File: src/rtl/adc_capture_pkg.sv
// Shared types and constants for the triggered ADC capture sequencer.
package adc_capture_pkg;

    localparam int DW_DFLT      = 16;
    localparam int LEN_W_DFLT   = 16;
    localparam int FIFO_AW_DFLT = 4;

    typedef enum logic [2:0] {
        ST_IDLE,
        ST_ARMED,
        ST_DELAY,
        ST_CAPTURE,
        ST_DRAIN
    } cap_state_e;

    // FIFO word layout: {last, I, Q}
    function automatic logic [2*DW_DFLT:0] pack_word(
        input logic                last,
        input logic [DW_DFLT-1:0]  i_smp,
        input logic [DW_DFLT-1:0]  q_smp
    );
        return {last, i_smp, q_smp};
    endfunction

endpackage

File: src/rtl/sync_fifo_fwft.sv
// Single-clock first-word-fall-through FIFO with flush and an
// overwrite-newest port used to place a record's last word when full.
module sync_fifo_fwft #(
    parameter int W  = 33,
    parameter int AW = 4
) (
    input  logic         clk,
    input  logic         rst,
    input  logic         flush,
    input  logic         wr_en,
    input  logic         ow_en,
    input  logic [W-1:0] wr_data,
    input  logic         rd_en,
    output logic [W-1:0] rd_data,
    output logic         full,
    output logic         empty
);

    localparam int DEPTH = 1 << AW;

    logic [W-1:0]  mem_q [DEPTH];
    logic [AW-1:0] wr_ptr_q, wr_ptr_d;
    logic [AW-1:0] rd_ptr_q, rd_ptr_d;
    logic [AW:0]   cnt_q, cnt_d;
    logic          push, pop;

    assign full    = (cnt_q == (AW+1)'(DEPTH));
    assign empty   = (cnt_q == '0);
    assign rd_data = mem_q[rd_ptr_q];

    always_comb begin
        pop      = rd_en && !empty;
        // a read in the same cycle frees the slot, so a full FIFO still accepts
        push     = wr_en && (!full || pop);
        wr_ptr_d = wr_ptr_q;
        rd_ptr_d = rd_ptr_q;
        cnt_d    = cnt_q;
        if (flush) begin
            wr_ptr_d = '0;
            rd_ptr_d = '0;
            cnt_d    = '0;
        end else begin
            if (push) wr_ptr_d = wr_ptr_q + 1'b1;
            if (pop)  rd_ptr_d = rd_ptr_q + 1'b1;
            case ({push, pop})
                2'b10:   cnt_d = cnt_q + 1'b1;
                2'b01:   cnt_d = cnt_q - 1'b1;
                default: cnt_d = cnt_q;
            endcase
        end
    end

    always_ff @(posedge clk or posedge rst) begin
        if (rst) begin
            wr_ptr_q <= '0;
            rd_ptr_q <= '0;
            cnt_q    <= '0;
        end else begin
            wr_ptr_q <= wr_ptr_d;
            rd_ptr_q <= rd_ptr_d;
            cnt_q    <= cnt_d;
        end
    end

    always_ff @(posedge clk) begin
        if (!flush) begin
            if (push) begin
                mem_q[wr_ptr_q] <= wr_data;
            end else if (ow_en && !empty) begin
                mem_q[wr_ptr_q - 1'b1] <= wr_data;
            end
        end
    end

endmodule

File: src/rtl/adc_capture_ctrl.sv
// Trigger-aligned record capture from the I/Q sample stream into a FWFT
// FIFO, presented downstream as a valid/ready stream.
//
// state      | meaning
// -----------+---------------------------------------------------
// ST_IDLE    | waiting for arm
// ST_ARMED   | config latched, waiting for trig
// ST_DELAY   | counting trigger-to-first-sample delay
// ST_CAPTURE | writing one sample per cycle into the FIFO
// ST_DRAIN   | waiting for the last-flagged word to handshake
module adc_capture_ctrl
    import adc_capture_pkg::*;
#(
    parameter int DW      = DW_DFLT,
    parameter int LEN_W   = LEN_W_DFLT,
    parameter int FIFO_AW = FIFO_AW_DFLT
) (
    input  logic            dclk,
    input  logic            reset,
    input  logic [DW-1:0]   din_i,
    input  logic [DW-1:0]   din_q,
    input  logic [LEN_W-1:0] cfg_len,
    input  logic [LEN_W-1:0] cfg_delay,
    input  logic            arm,
    input  logic            trig,
    input  logic            abort,
    output logic [2*DW-1:0] dout,
    output logic            dout_valid,
    input  logic            dout_ready,
    output logic            dout_last,
    output logic            busy,
    output logic            done,
    output logic            overflow
);

    cap_state_e     state_q, state_d;
    logic [LEN_W-1:0] len_q, len_d;
    logic [LEN_W-1:0] delay_q, delay_d;
    logic [LEN_W-1:0] dly_cnt_q, dly_cnt_d;
    logic [LEN_W-1:0] rem_q, rem_d;
    logic           done_q, done_d;
    logic           ovf_q, ovf_d;

    logic           fifo_flush, fifo_wr, fifo_ow;
    logic           fifo_full, fifo_empty;
    logic [2*DW:0]  fifo_rd_data;
    logic           rd_fire, last_fire, sample_last;

    sync_fifo_fwft #(
        .W  (2*DW + 1),
        .AW (FIFO_AW)
    ) u_fifo (
        .clk     (dclk),
        .rst     (reset),
        .flush   (fifo_flush),
        .wr_en   (fifo_wr),
        .ow_en   (fifo_ow),
        .wr_data (pack_word(sample_last, din_i, din_q)),
        .rd_en   (dout_ready),
        .rd_data (fifo_rd_data),
        .full    (fifo_full),
        .empty   (fifo_empty)
    );

    always_comb begin
        state_d     = state_q;
        len_d       = len_q;
        delay_d     = delay_q;
        dly_cnt_d   = dly_cnt_q;
        rem_d       = rem_q;
        done_d      = 1'b0;
        ovf_d       = ovf_q;
        fifo_flush  = 1'b0;
        fifo_wr     = 1'b0;
        fifo_ow     = 1'b0;
        rd_fire     = !fifo_empty && dout_ready;
        last_fire   = rd_fire && fifo_rd_data[2*DW];
        sample_last = (rem_q == LEN_W'(1));

        if (abort) begin
            state_d    = ST_IDLE;
            fifo_flush = 1'b1;
        end else begin
            case (state_q)
                ST_IDLE: begin
                    if (arm) begin
                        state_d    = ST_ARMED;
                        len_d      = cfg_len;
                        delay_d    = cfg_delay;
                        ovf_d      = 1'b0;
                        fifo_flush = 1'b1;
                    end
                end
                ST_ARMED: begin
                    if (trig) begin
                        rem_d     = len_q;
                        dly_cnt_d = delay_q;
                        if (len_q == '0) begin
                            state_d = ST_IDLE;
                            done_d  = 1'b1;
                        end else if (delay_q != '0) begin
                            state_d = ST_DELAY;
                        end else begin
                            state_d = ST_CAPTURE;
                        end
                    end
                end
                ST_DELAY: begin
                    dly_cnt_d = dly_cnt_q - 1'b1;
                    if (dly_cnt_q == LEN_W'(1)) state_d = ST_CAPTURE;
                end
                ST_CAPTURE: begin
                    fifo_wr = 1'b1;
                    rem_d   = rem_q - 1'b1;
                    if (fifo_full && !rd_fire) begin
                        ovf_d   = 1'b1;
                        // dropped last sample replaces the newest unread word
                        fifo_ow = sample_last;
                    end
                    if (sample_last) state_d = ST_DRAIN;
                end
                ST_DRAIN: begin
                    if (last_fire) begin
                        state_d = ST_IDLE;
                        done_d  = 1'b1;
                    end
                end
                default: state_d = ST_IDLE;
            endcase
        end
    end

    always_ff @(posedge dclk or posedge reset) begin
        if (reset) begin
            state_q   <= ST_IDLE;
            len_q     <= '0;
            delay_q   <= '0;
            dly_cnt_q <= '0;
            rem_q     <= '0;
            done_q    <= 1'b0;
            ovf_q     <= 1'b0;
        end else begin
            state_q   <= state_d;
            len_q     <= len_d;
            delay_q   <= delay_d;
            dly_cnt_q <= dly_cnt_d;
            rem_q     <= rem_d;
            done_q    <= done_d;
            ovf_q     <= ovf_d;
        end
    end

    // FIFO storage is not reset, so the data path is forced to zero while empty
    assign dout_valid = !fifo_empty;
    assign dout_last  = !fifo_empty && fifo_rd_data[2*DW];
    assign dout       = fifo_empty ? '0 : fifo_rd_data[2*DW-1:0];
    assign busy       = (state_q != ST_IDLE);
    assign done       = done_q;
    assign overflow   = ovf_q;

endmodule

File: config.mk
export PLATFORM = sky130hd
export DESIGN_NAME = adc_capture_ctrl
export DESIGN_NICKNAME = d
export VERILOG_FILES = /design/src/rtl/adc_capture_pkg.sv /design/src/rtl/sync_fifo_fwft.sv /design/src/rtl/adc_capture_ctrl.sv
export SDC_FILE = /design/constraint.sdc
export NUM_CORES = 1
export LEC_CHECK = 0
export ABC_AREA = 1
export BUFFER_PORTS_ARGS = -buffer_cell sky130_fd_sc_hd__buf_2
export CAP_MARGIN = 20
export CORE_UTILIZATION = 25
export CTS_CLUSTER_SIZE = 30
export DETAILED_ROUTE_END_ITERATION = 10
export HOLD_SLACK_MARGIN = 0.12
export RECOVER_POWER = 50
export SYNTH_ARGS = -nofsm -noshare
export SYNTH_HDL_FRONTEND = slang
export SYNTH_SLANG_ARGS = --single-unit
File: constraint.sdc
create_clock -name dclk -period 8.07 [get_ports dclk]
set_input_delay 0.807 -clock dclk [delete_from_list [all_inputs] [get_ports dclk]]
set_output_delay 0.807 -clock dclk [all_outputs]
set_load 0.005 [all_outputs]
======== Word level (Yosys, flattened, before mapping) ========
Memory sizes are Yosys's and may differ from the RTL's.
Cells that the tools add are included.
W data, S select, Z words.
storage, ports and cells
  word-level logic and storage cells ...... 109
  memory bits (writable) .................. 528
  ROM bits ................................ 0
  memories ................................ 1
  bits in registers ....................... 82
  latch bits .............................. 0
operators by class
  $lt $le $gt $ge ......................... 0
  divide/modulo/power cells ............... 0
  bitwise operators ....................... 1
  muxes and demuxes ....................... 46
  shifts and indexed selects .............. 0
  reductions and logical operators ........ 27
  equal/unequal tests ..................... 17
  $mul .................................... 0
  add/subtract/negate cells ............... 7
memories
  name          depth  bits a word  rd ports  clocked after Yosys merged registers in  write ports  RTL line              text
  u_fifo.mem_q  16     33           1         0                                        1            sync_fifo_fwft.sv:21  logic [W-1:0] mem_q [DEPTH];
operators by type and width
  operator                 count
  $pmux W16 S2             2
  $mux W33                 1
  $reduce_or A33 Y1        1
  $eq A16 B1 Y1 const B    2
  $mux W16                 2
  $mux W32                 1
  $sub A16 B1 Y16 const B  2
  $mux W1                  23
  $mux W4                  5
  $mux W3                  6
  $logic_not A16 Y1        1
  $reduce_bool A16 Y1      1
  $ne A3 B3 Y1 const B     5
  $pmux W3 S5              1
  $pmux W5 S2              1
  $reduce_bool A2 Y1       5
  $reduce_and A3 Y1        3
  $add A4 B1 Y4 const B    2
  $eq A3 B2 Y1 const B     2
  $logic_and A1 B1 Y1      6
  $ne A2 B2 Y1 const B     3
  $reduce_bool A3 Y1       2
  $add A5 B1 Y5 const B    1
  $eq A5 B5 Y1 const B     1
  16 further kinds         19

======== Depth between registers and ports, before layout ========
Gate-level depths: netlist of run 1.
  depth in word-level cells ............... 15
  mapped depth ............................ 14
  mapped depth without buffers ............ 12

======== Cells and area by module ========
From an unflattened synthesis of run 1, not the netlist that was laid out.
unflattened totals
  cell total of the unflattened synthesis .. 2342
  area total of the unflattened synthesis .. 26011.2 sq um
modules (own cells, without submodules)
  module            times used  area each (sq um)  cells an instance
  sync_fifo_fwft    1           21717.1            1696
  adc_capture_ctrl  1           4294.1             646

======== Worst setup path before layout of run 1 ========
OpenSTA, ideal clock, no wires.
  path type ............................... input port to flip-flop
  start point ............................. input port dout_ready
  end point ............................... memory u_fifo.mem_q[11][0], enable pin
  required time ........................... 7.647 ns
  arrival time ............................ 3.191 ns
  stages on the path ...................... 10
  setup slack ............................. 4.456 ns
  path buffers ............................ 0
  path through ............................ or2_4 nor2_8 nand2_1 nor2_1 nand2_1 nand2_1 nand2_2 inv_1 nand3_2 nor2_1
between the ends
  word-level cells in the longest chain between the ends .. 13
  elaborated cells between the ends (all ways) .. 19
ends and longest elaborated chain
  item                                                 RTL line                                      text
  start, declared                                      adc_capture_ctrl.sv:29                        input logic dout_ready,
  $logic_and A1 B1 Y1 *                                sync_fifo_fwft.sv:32, adc_capture_ctrl.sv:76
  $logic_not A1 Y1                                     adc_capture_ctrl.sv:115                       if (fifo_full && !rd_fire) begin
  $logic_and A1 B1 Y1                                  adc_capture_ctrl.sv:115
  $mux W1                                              adc_capture_ctrl.sv:115
  $mux W1                                              adc_capture_ctrl.sv:84                        case (state_q)
  $mux W1                                              adc_capture_ctrl.sv:80                        if (abort) begin
  $logic_and A1 B1 Y1                                  sync_fifo_fwft.sv:69                          end else if (ow_en && !empty) begin
  $mux W1                                              sync_fifo_fwft.sv:69
  $mux W1                                              sync_fifo_fwft.sv:67                          if (push) begin
  $mux W1                                              sync_fifo_fwft.sv:66                          if (!flush) begin
  $mux W1 (implied by the code)                        sync_fifo_fwft.sv:70                          mem_q[wr_ptr_q - 1'b1] <= wr_data;
  $reduce_or A33 Y1 (no line)                          n/a
  $mux W4 (no line) / $mux W1 (equally long branches)  n/a
  end, declared                                        sync_fifo_fwft.sv:21
Every way passes the cells marked *; elsewhere a longest branch is shown, timed or not.

======== Worst setup path in the final report of run 1 ========
  start point ............................. register u_fifo.rd_ptr_q[1]
  end point ............................... output port dout[4]
between the ends
  word-level cells in the longest chain between the ends .. 2
ends and longest elaborated chain
  item                    RTL line                 text
  start, declared         sync_fifo_fwft.sv:23     logic [AW-1:0] rd_ptr_q, rd_ptr_d;
  start signal, assigned  sync_fifo_fwft.sv:60     rd_ptr_q <= rd_ptr_d;
  $mem_v2 Z16 W33         n/a
  $mux W32                adc_capture_ctrl.sv:156  assign dout = fifo_empty ? '0 : fifo_rd_data[2*DW-1:0];
  end, declared           adc_capture_ctrl.sv:27   output logic [2*DW-1:0] dout,
Every way passes these cells.

==> results of run 1 <==
-- worst paths after layout --
| kind | cells after the start | endpoint | slack, ns |
|---|---|---|---|
| max | 9 | dout[4] | 3.09 |
| min | 3 | len_q[7] | 0.38 |
| max reg2reg | 13 | u_fifo.mem_q[6][9] | 4.35 |
| min reg2reg | 2 | dly_cnt_q[9] | 0.49 |
| max in group asynchronous | 3 | dly_cnt_q[1] | 4.39 |
| min in group asynchronous | 2 | rem_q[0] | 0.54 |
-- metal layers --
layer,wire [um],part of all wire [%],global-route usage (%),vias up
met1,30500,45,17.3,8317
met3,4440,6.5,3.21,134
met2,31000,46,20.5,430
li1,-,-,-,7921
met5,82,0.12,0,-
met4,1890,2.8,4.51,14
-- cell type report --
class	count	area (sq um)	area share [%]
Clock inverter	32	294	0.999
Tap cell	1357	1700	5.77
Antenna cell	2	5.00	0.0170
Multi-Input combinational cell	1298	6620	22.5
Clock buffer	89	1810	6.16
Inverter	97	373	1.27
Sequential cell	610	17900	60.9
Timing Repair Buffer	133	698	2.37
-- cell usage in the layout (no fill, tap or decap), types with 10 or more instances in the layout --
| cell | n |
|---|---|
| nand2_1 | 196 |
| inv_2 | 15 |
| edfxtp_1 | 528 |
| buf_4 | 24 |
| clkbuf_1 | 53 |
| o22ai_1 | 58 |
| nor3_1 | 18 |
| nor2_4 | 18 |
| buf_2 | 74 |
| clkinv_1 | 16 |
| clkbuf_16 | 69 |
| ha_1 | 10 |
| nand4_1 | 15 |
| dfrtp_1 | 79 |
| o21ai_0 | 321 |
| nand3_1 | 81 |
| o221ai_1 | 82 |
| inv_1 | 78 |
| a21oi_1 | 67 |
| nor2_1 | 356 |
| o21ai_1 | 28 |
-- power groups by stage --
stage          clock (mW)  sequential [mW]  combinational, mW
2_1_floorplan           0             3.76               1.36
5_1_grt              3.13             3.81               2.21
3_3_place_gp            0             3.85               1.97
6_report             2.95             3.79               1.96
4_1_cts              3.02             3.78               2.00
3_5_place_dp            0             3.85               1.99
-- stage by stage --
step | setup WS, ns | utilization, % | power [mW] | hold WS (ns)
final | 3.09 | 29.3 | 8.70 | 0.382
after global routing | 2.89 | 29.3 | 9.15 | 0.362
after CTS | 3.09 | 29.4 | 8.80 | 0.219
after detailed placement | 3.76 | 27.3 | 5.84 | 0.485
after global placement | 3.81 | 27.3 | 5.81 | 0.482
after floorplan | 4.46 | - | 5.12 | 0.453
-- cells by family after synthesis --
| group | Yosys count | share of synthesized area (%) |
|---|---|---|
| adder cells (fa/ha/maj) | 11 | 0.572 |
| buffers and inverters | 226 | 3.68 |
| XOR/XNOR | 13 | 0.508 |
| AND/OR/NAND/NOR | 706 | 11.8 |
| flip-flops | 610 | 70.6 |
| AO/OA/AOI/OAI | 568 | 12.9 |
-- state kept, by name, indices dropped and copies added, names as in the netlist --
| name | flops |
|---|---|
| delay_q | 16 |
| dly_cnt_q | 16 |
| overflow | 1 |
| state_q | 3 |
| done | 1 |
| u_fifo.wr_ptr_q | 4 |
| u_fifo.mem_q | 528 |
| len_q | 16 |
| rem_q | 16 |
| u_fifo.rd_ptr_q | 4 |
| u_fifo.cnt_q | 5 |
-- critical path: cells and delay by family, from the launching register on --
kind                   cells  cell delay [ns]
DFF                        1             0.75
and+or+nand+nor            2             0.20
AOI/OAI and AO/OA          4             0.91
buffers and inverters      3             1.58
==> results.md, run 1 <==
- Initial detailed-routing violation count: 1,577
- Final wirelength: about 68 mm
- Total core area: 0.100 sq mm
- Power Density: 296 mW/mm^2
- RR Startpoint: state_q[0]
- Post-Layout Cell Count: 3,618
- Port bufs: 106
- Combinational Power Share: 22.6%
- Main synth FF type: edfxtp_1
- Yosys top cell by area: edfxtp_1
- Syn_nets: 2,215
- Top cell type's share of synthesized area: 62.5%
- Vias in the first global route: between 15,000 and 20,000
- Relative slew slack: -81.0%
- Routed len/inst: 18.8 um
- Clk sink count: 610
- Flop pwr share: 43.5%
- Nets: about 2,300
- Placer Congestion: 0.794
- Clk pwr share: 33.9%
- Yosys Warn Count: 0
- Failing checks: max-capacitance violations, max-slew violations
- Post-route clock period utilization: 61.7%
- RSZ-0062 raised after global routing: no
- Worst Min Path Start: cfg_len[7]
- Vias per inst: 4.65
- Fin. max-slew vios: 134
- Die Ht: 321 um
- Area growth syn-to-layout: 16.0%
- Worst setup startpoint: u_fifo.rd_ptr_q[1]
- # resized after CTS: 0
- Async S/R FF share, synth: between 10% and 20%
- NetSw: 2.80 mW
- Worst Tran Pin Value: 2.72 ns
- Most frequent cell after synthesis: edfxtp_1
- Routed Antenna Nets: 0
- Worst-path cell chain: inv_4, buf_4, o21ai_0, o22ai_1, nor2_1, nor2_1, o21ai_1, a21oi_1, buf_2
- Die area: 0.103 sq mm
- DRC errors left: 0
- First-pass iteration count of the detailed router: 5
- Ranking of synthesized cells by area: edfxtp_1 (63%), dfrtp_1 (8.1%), o21ai_0 (6.2%)
- FF+latch count, synth: 610
- CP Class: register to output port
- Largest net degree at the start of global routing: 241
- Post-CTS Setup Bufs: 0
- Fmax: 201 MHz
- Leakage power: 10.0 nW
- Crit-path max FO: 78
- Clock Skew: 0.0292 ns
- Hold Vio Cnt, Final: 0
- CP most frequent cell: nor2_1
- TritonCTS clock tree: done
- Slowest cell on the critical path: buf_4
- Switching fraction of total power: about 32%
- Filler cell count: 10,192
- Final Setup Violations: 0
- Via count: 16,816
- Gate Count Post-Synth: 2,134
- CP Launch Type: register
- Share of cells above drive strength 1: 10.8%
- Critical path arrival: 4.17 ns
- Die Width: 321 um
- GR Overflow Total: 0
- Num rows: between 100 and 150
- Starting Density: 25.3%
- Hold-fix buffers at CTS: 0
- Number of antenna violations at the first check in global routing: 10
- Fin crit period: roughly 5 ns
- Hold Crit Class: input port to register
- Placed cells: ~3,500
- Area post-placement: 0.0274 sq mm
- Maximum Capacitance Violations: 3
- CTS clk-pin slew, worst paths: 0.06 ns
- Status: finished, violations left
- Endpoint type of the worst setup path: output port
- TritonCTS Buffers: 69
- Most frequent cells after synthesis: edfxtp_1 (528), nor2_1 (371), o21ai_0 (315)
- First-pass GRT wire length: 101 mm
- CP peak stage delay: 0.78 ns
- Critical Path RT: 7.26 ns
- H-tree levels: 3
- Max Buffers Root-to-Sink: 3
- Synthesized area: 0.0254 sq mm
- Root Driver: clkbuf_16
- Synth unique cells: 46
- Worst-skew pair later-pin latency: between 0.6 and 0.7 ns
- Final setup TNS: 0 ns
- Global-route usage over all layers: 13.0%
- Mean post-synth cell area: 11.9 sq um
- Sequential-to-total area share from yosys stat: 70.6%
- EDFF count, synth: 528
- Internal: between 5 and 6 mW
- Design Area, Final: 0.0294 sq mm
- DP Wirelength: 33.8 mm
- I/O Pins: 107
- VDD IR max: 0.196 mV
No activity file was read; power rests on OpenSTA's default activity.
==> run 2, diff against run 1 <==
--- a/config.mk
+++ b/config.mk
@@ -5,7 +5,7 @@
 export SDC_FILE = /design/constraint.sdc
 export NUM_CORES = 1
 export LEC_CHECK = 0
-export ABC_AREA = 1
+export ABC_AREA = 0
 export BUFFER_PORTS_ARGS = -buffer_cell sky130_fd_sc_hd__buf_2
 export CAP_MARGIN = 20
 export CORE_UTILIZATION = 25
==> constraint.sdc (replaced) <==
create_clock -name dclk -period 4.72 [get_ports dclk]
set_input_delay 0.472 -clock dclk [delete_from_list [all_inputs] [get_ports dclk]]
set_output_delay 0.472 -clock dclk [all_outputs]
set_load 0.005 [all_outputs]
==> run 2 against run 1 <==
Net effect: the flow still finishes with violations (max-capacitance violations, max-slew violations); core utilization up 0.82 points; clock-buffer cell count decreased by 3; flip-flop and latch count is the same.
==> results.md, run 2 <==
- CP Class: register to output port
- Gate Count Post-Synth: 1,272 (-40%)
- Synthesized area: 0.0247 sq mm (-2.8%)
- Main combinational cell family by area after synthesis: multiplexers
- Routed len/inst: 20.5 um (+9.3%)
- Simple-gate share of the synthesized area: 4.80% (-7.0 points)
- Critical path buffers and inverters: 2 (-1)
- Largest register FFs: 528 (unchanged)
- Yosys top cell by area: edfxtp_1
- Internal: 9.75 mW (+65%)
- Failing checks: max-capacitance violations, max-slew violations
- Total core area: 0.0971 sq mm (-3.1%)
- Minimum hold slack: 0.174 ns (-0.208 ns)
- Fmax: 264 MHz
- H-tree levels: 3 (unchanged)
- Routed Antenna Nets: 0 (unchanged)
- Switching fraction of total power: 25.7% (-6.5 points)
- Power Density: 448 mW/mm^2 (+52%)
- Via count: 12,784 (-24%)
- CTS clk-pin slew, worst paths: 0.06 ns (about the same)
- Starting Density: 25.4% (+0.085 points)
- Fin crit period: approximately 3.8 ns
- Crit-path max FO: 32 (-59%)
- Final wirelength: 57.0 mm (-16%)
- Main synth FF type: edfxtp_1
- Final setup TNS: 0 ns (unchanged)
- Top reg by flops: u_fifo.mem_q
- Status: finished, violations left
- Worst-skew pair later-pin latency: 0.62 ns (about the same)
- Mean post-synth cell area: 19.4 sq um (+63%)
- Root Driver: clkbuf_16
- Post-Synth Adder-Cell Area: 0.589% (+0.017 points)
- I/O Pins: 107 (unchanged)
- Slowest cell on the critical path: dfrtp_4
- Vias in the first global route: 13,319 (-18%)
- # resized after CTS: 0 (unchanged)
- Share of cells above drive strength 1: 28.7% (+18 points)
- XOR/XNOR Fraction of Synth Area: 0.421% (-0.087 points)
- Global-route usage over all layers: 11.5% (-1.5 points)
- Nets: 1,534 (-33%)
- First-pass GRT wire length: 85.7 mm (-15%)
- Most frequent cells in the layout: edfxtp_1 (528), mux4_2 (165), dfrtp_1 (78)
- DP Wirelength: 34.4 mm (+1.5%)
- CP peak stage delay: 0.85 ns (+0.07 ns)
- Die Width: 316 um (-1.4%)
- Combinational Power Share: 12.8% (-9.8 points)
- Hold Crit Class: input port to register
- Initial detailed-routing violation count: 1,063 (-33%)
- Die Ht: 316 um (-1.4%)
- Hold Vio Cnt, Final: 0 (unchanged)
- VDD IR max: 0.236 mV (+21%)
- Async S/R FF share, synth: 13.4% (unchanged)
- Vias per inst: 4.60 (-1.1%)
- Critical path arrival: 3.31 ns (-0.86 ns)
- Worst Tran Pin Value: 1.50 ns (-1.22 ns)
- Post-synthesis mux area share: 16.8% (+17 points)
- Top cell type's share of synthesized area: 64.3% (+1.8 points)
- Num rows: 114 (-1.7%)
- Leakage power: 9.17 nW (-8.7%)
- Maximum Capacitance Violations: 1 (-2)
- Hold-fix buffers at CTS: 33 (+33)
- Clock Skew: 0.0216 ns (-0.00767 ns)
- NetSw: 3.38 mW (+21%)
- Placer Congestion: 0.794 (about the same)
- DRC errors left: 0 (unchanged)
- Ranking of synthesized cells by area: edfxtp_1 (64%), mux4_2 (15%), dfrtp_1 (8.3%)
- Pre-CTS WS: 1.27 ns (-2.49 ns)
- Area growth syn-to-layout: 18.8%
- Flop pwr share: 49.7% (+6.2 points)
- EDFF count, synth: 528 (unchanged)
- Critical Path RT: 4.25 ns (-3.01 ns)
- Number of antenna violations at the first check in global routing: 12 (+2)
- TritonCTS clock tree: done
- GR Overflow Total: 0 (unchanged)
- Most frequent cells after synthesis: edfxtp_1 (528), mux4_2 (165), dfrtp_1 (82)
- First-pass iteration count of the detailed router: 7 (+2)
- Largest net degree at the start of global routing: 55 (-77%)
- Commonest non-fill, non-tap cell in the layout: edfxtp_1
- Final Setup Violations: 0 (unchanged)
- Most frequent cell after synthesis: edfxtp_1
- Clk sink count: 610 (unchanged)
- Die area: 0.0999 sq mm (-2.8%)
- Family with the most delay on the worst path: multiplexers
- Synth unique cells: 62 (+35%)
- CP Launch Type: register
- Endpoint type of the worst setup path: output port
- Final setup margin: 0.934 ns (-2.16 ns)
- FF+latch count, synth: 610 (unchanged)
- Yosys Warn Count: 0 (unchanged)
- Syn_nets: 1,353 (-39%)
- RSZ-0062 raised after global routing: no
- Port bufs: 106 (unchanged)
- Relative slew slack: -0.554% (+80 points)
- Sequential-to-total area share from yosys stat: 72.6% (+2.0 points)
- Compound-Gate Fraction of Synth Area: 3.23% (-9.6 points)
- Clk pwr share: 37.5% (+3.6 points)
- Fin. max-slew vios: 34 (-75%)
- TritonCTS Buffers: 67 (-2.9%)
- Post-route clock period utilization: 80.2%
- Worst-path cell chain: buf_12, mux4_2, mux4_2, nor2b_1, buf_2
- Total power: 13.1 mW (+51%)
- Max Buffers Root-to-Sink: 3 (unchanged)
- Post-CTS Setup Bufs: 0 (unchanged)
- CP most frequent cell: mux4_2
==> run 2: power groups by stage <==
stage | combinational [mW] | clock, mW | sequential, mW
finish | 1.68 | 4.93 | 6.52
CTS | 1.69 | 5.05 | 6.52
global placement | 1.60 | 0 | 6.61
global route | 1.86 | 5.25 | 6.56
detailed placement | 1.67 | 0 | 6.63
floorplan | 1.20 | 0 | 6.47
==> run 2: path summary, 6_finish.rpt <==
path | start | to | slack (ns) | cells past startpoint
max in group asynchronous | reset | u_fifo.rd_ptr_q[1] | 1.93 | 4
worst max register to register | rem_q[12] | u_fifo.mem_q[2][19] | 1.21 | 6
worst min-delay path | abort | done | 0.17 | 2
min in group asynchronous | reset | delay_q[13] | 0.72 | 3
worst min register to register | dly_cnt_q[13] | dly_cnt_q[13] | 0.53 | 2
worst max-delay path | u_fifo.rd_ptr_q[0] | dout[0] | 0.93 | 5
==> run 2: worst register-to-register path, delay by kind of cell, from the launching register on <==
family                 cells  cell delay, ns
AOI/OAI and AO/OA          1            0.33
and+or+nand+nor            4            1.98
buffers and inverters      1            0.43
DFF                        1            0.43
==> run 2: cell families (layout without fill, tap and decap cells) <==
logic type	count (synthesis)	count (layout)
xor gates and xnor gates	11	11
AOI/OAI and AO/OA	132	132
and+or+nand+nor	221	221
other	0	2
buffers and inverters	83	313
adders and majority gates	11	11
muxes	204	204
DFF	610	610
==> run 2: layout make-up <==
class	count	area [sq um]
Fill cell	9370	67800
Sequential cell	610	17900
Multi-Input combinational cell	579	6460
Clock buffer	86	1770
Tap cell	1276	1600
Timing Repair Buffer	177	1180
Clock inverter	32	293
Inverter	18	68.8
Antenna cell	2	5.00
==> run 2: metal layers <==
metal  routed length, um  GRT usage, %  vias to the layer above
li1                    -             -                     5574
met4                1500          4.14                       12
met1               24100          14.8                     6718
met2               27900          18.8                      369
met5                  64             0                        -
met3                3420          2.74                      111
==> run 2: per-stage QoR <==
stage	instance area [sq um]	cells	util [%]
floorplan	24700	1272	-
global placement	26900	2624	27.7
detailed placement	26900	2624	27.7
CTS	29300	2775	30.2
global route	29300	2779	30.2
finish	29300	2780	30.2
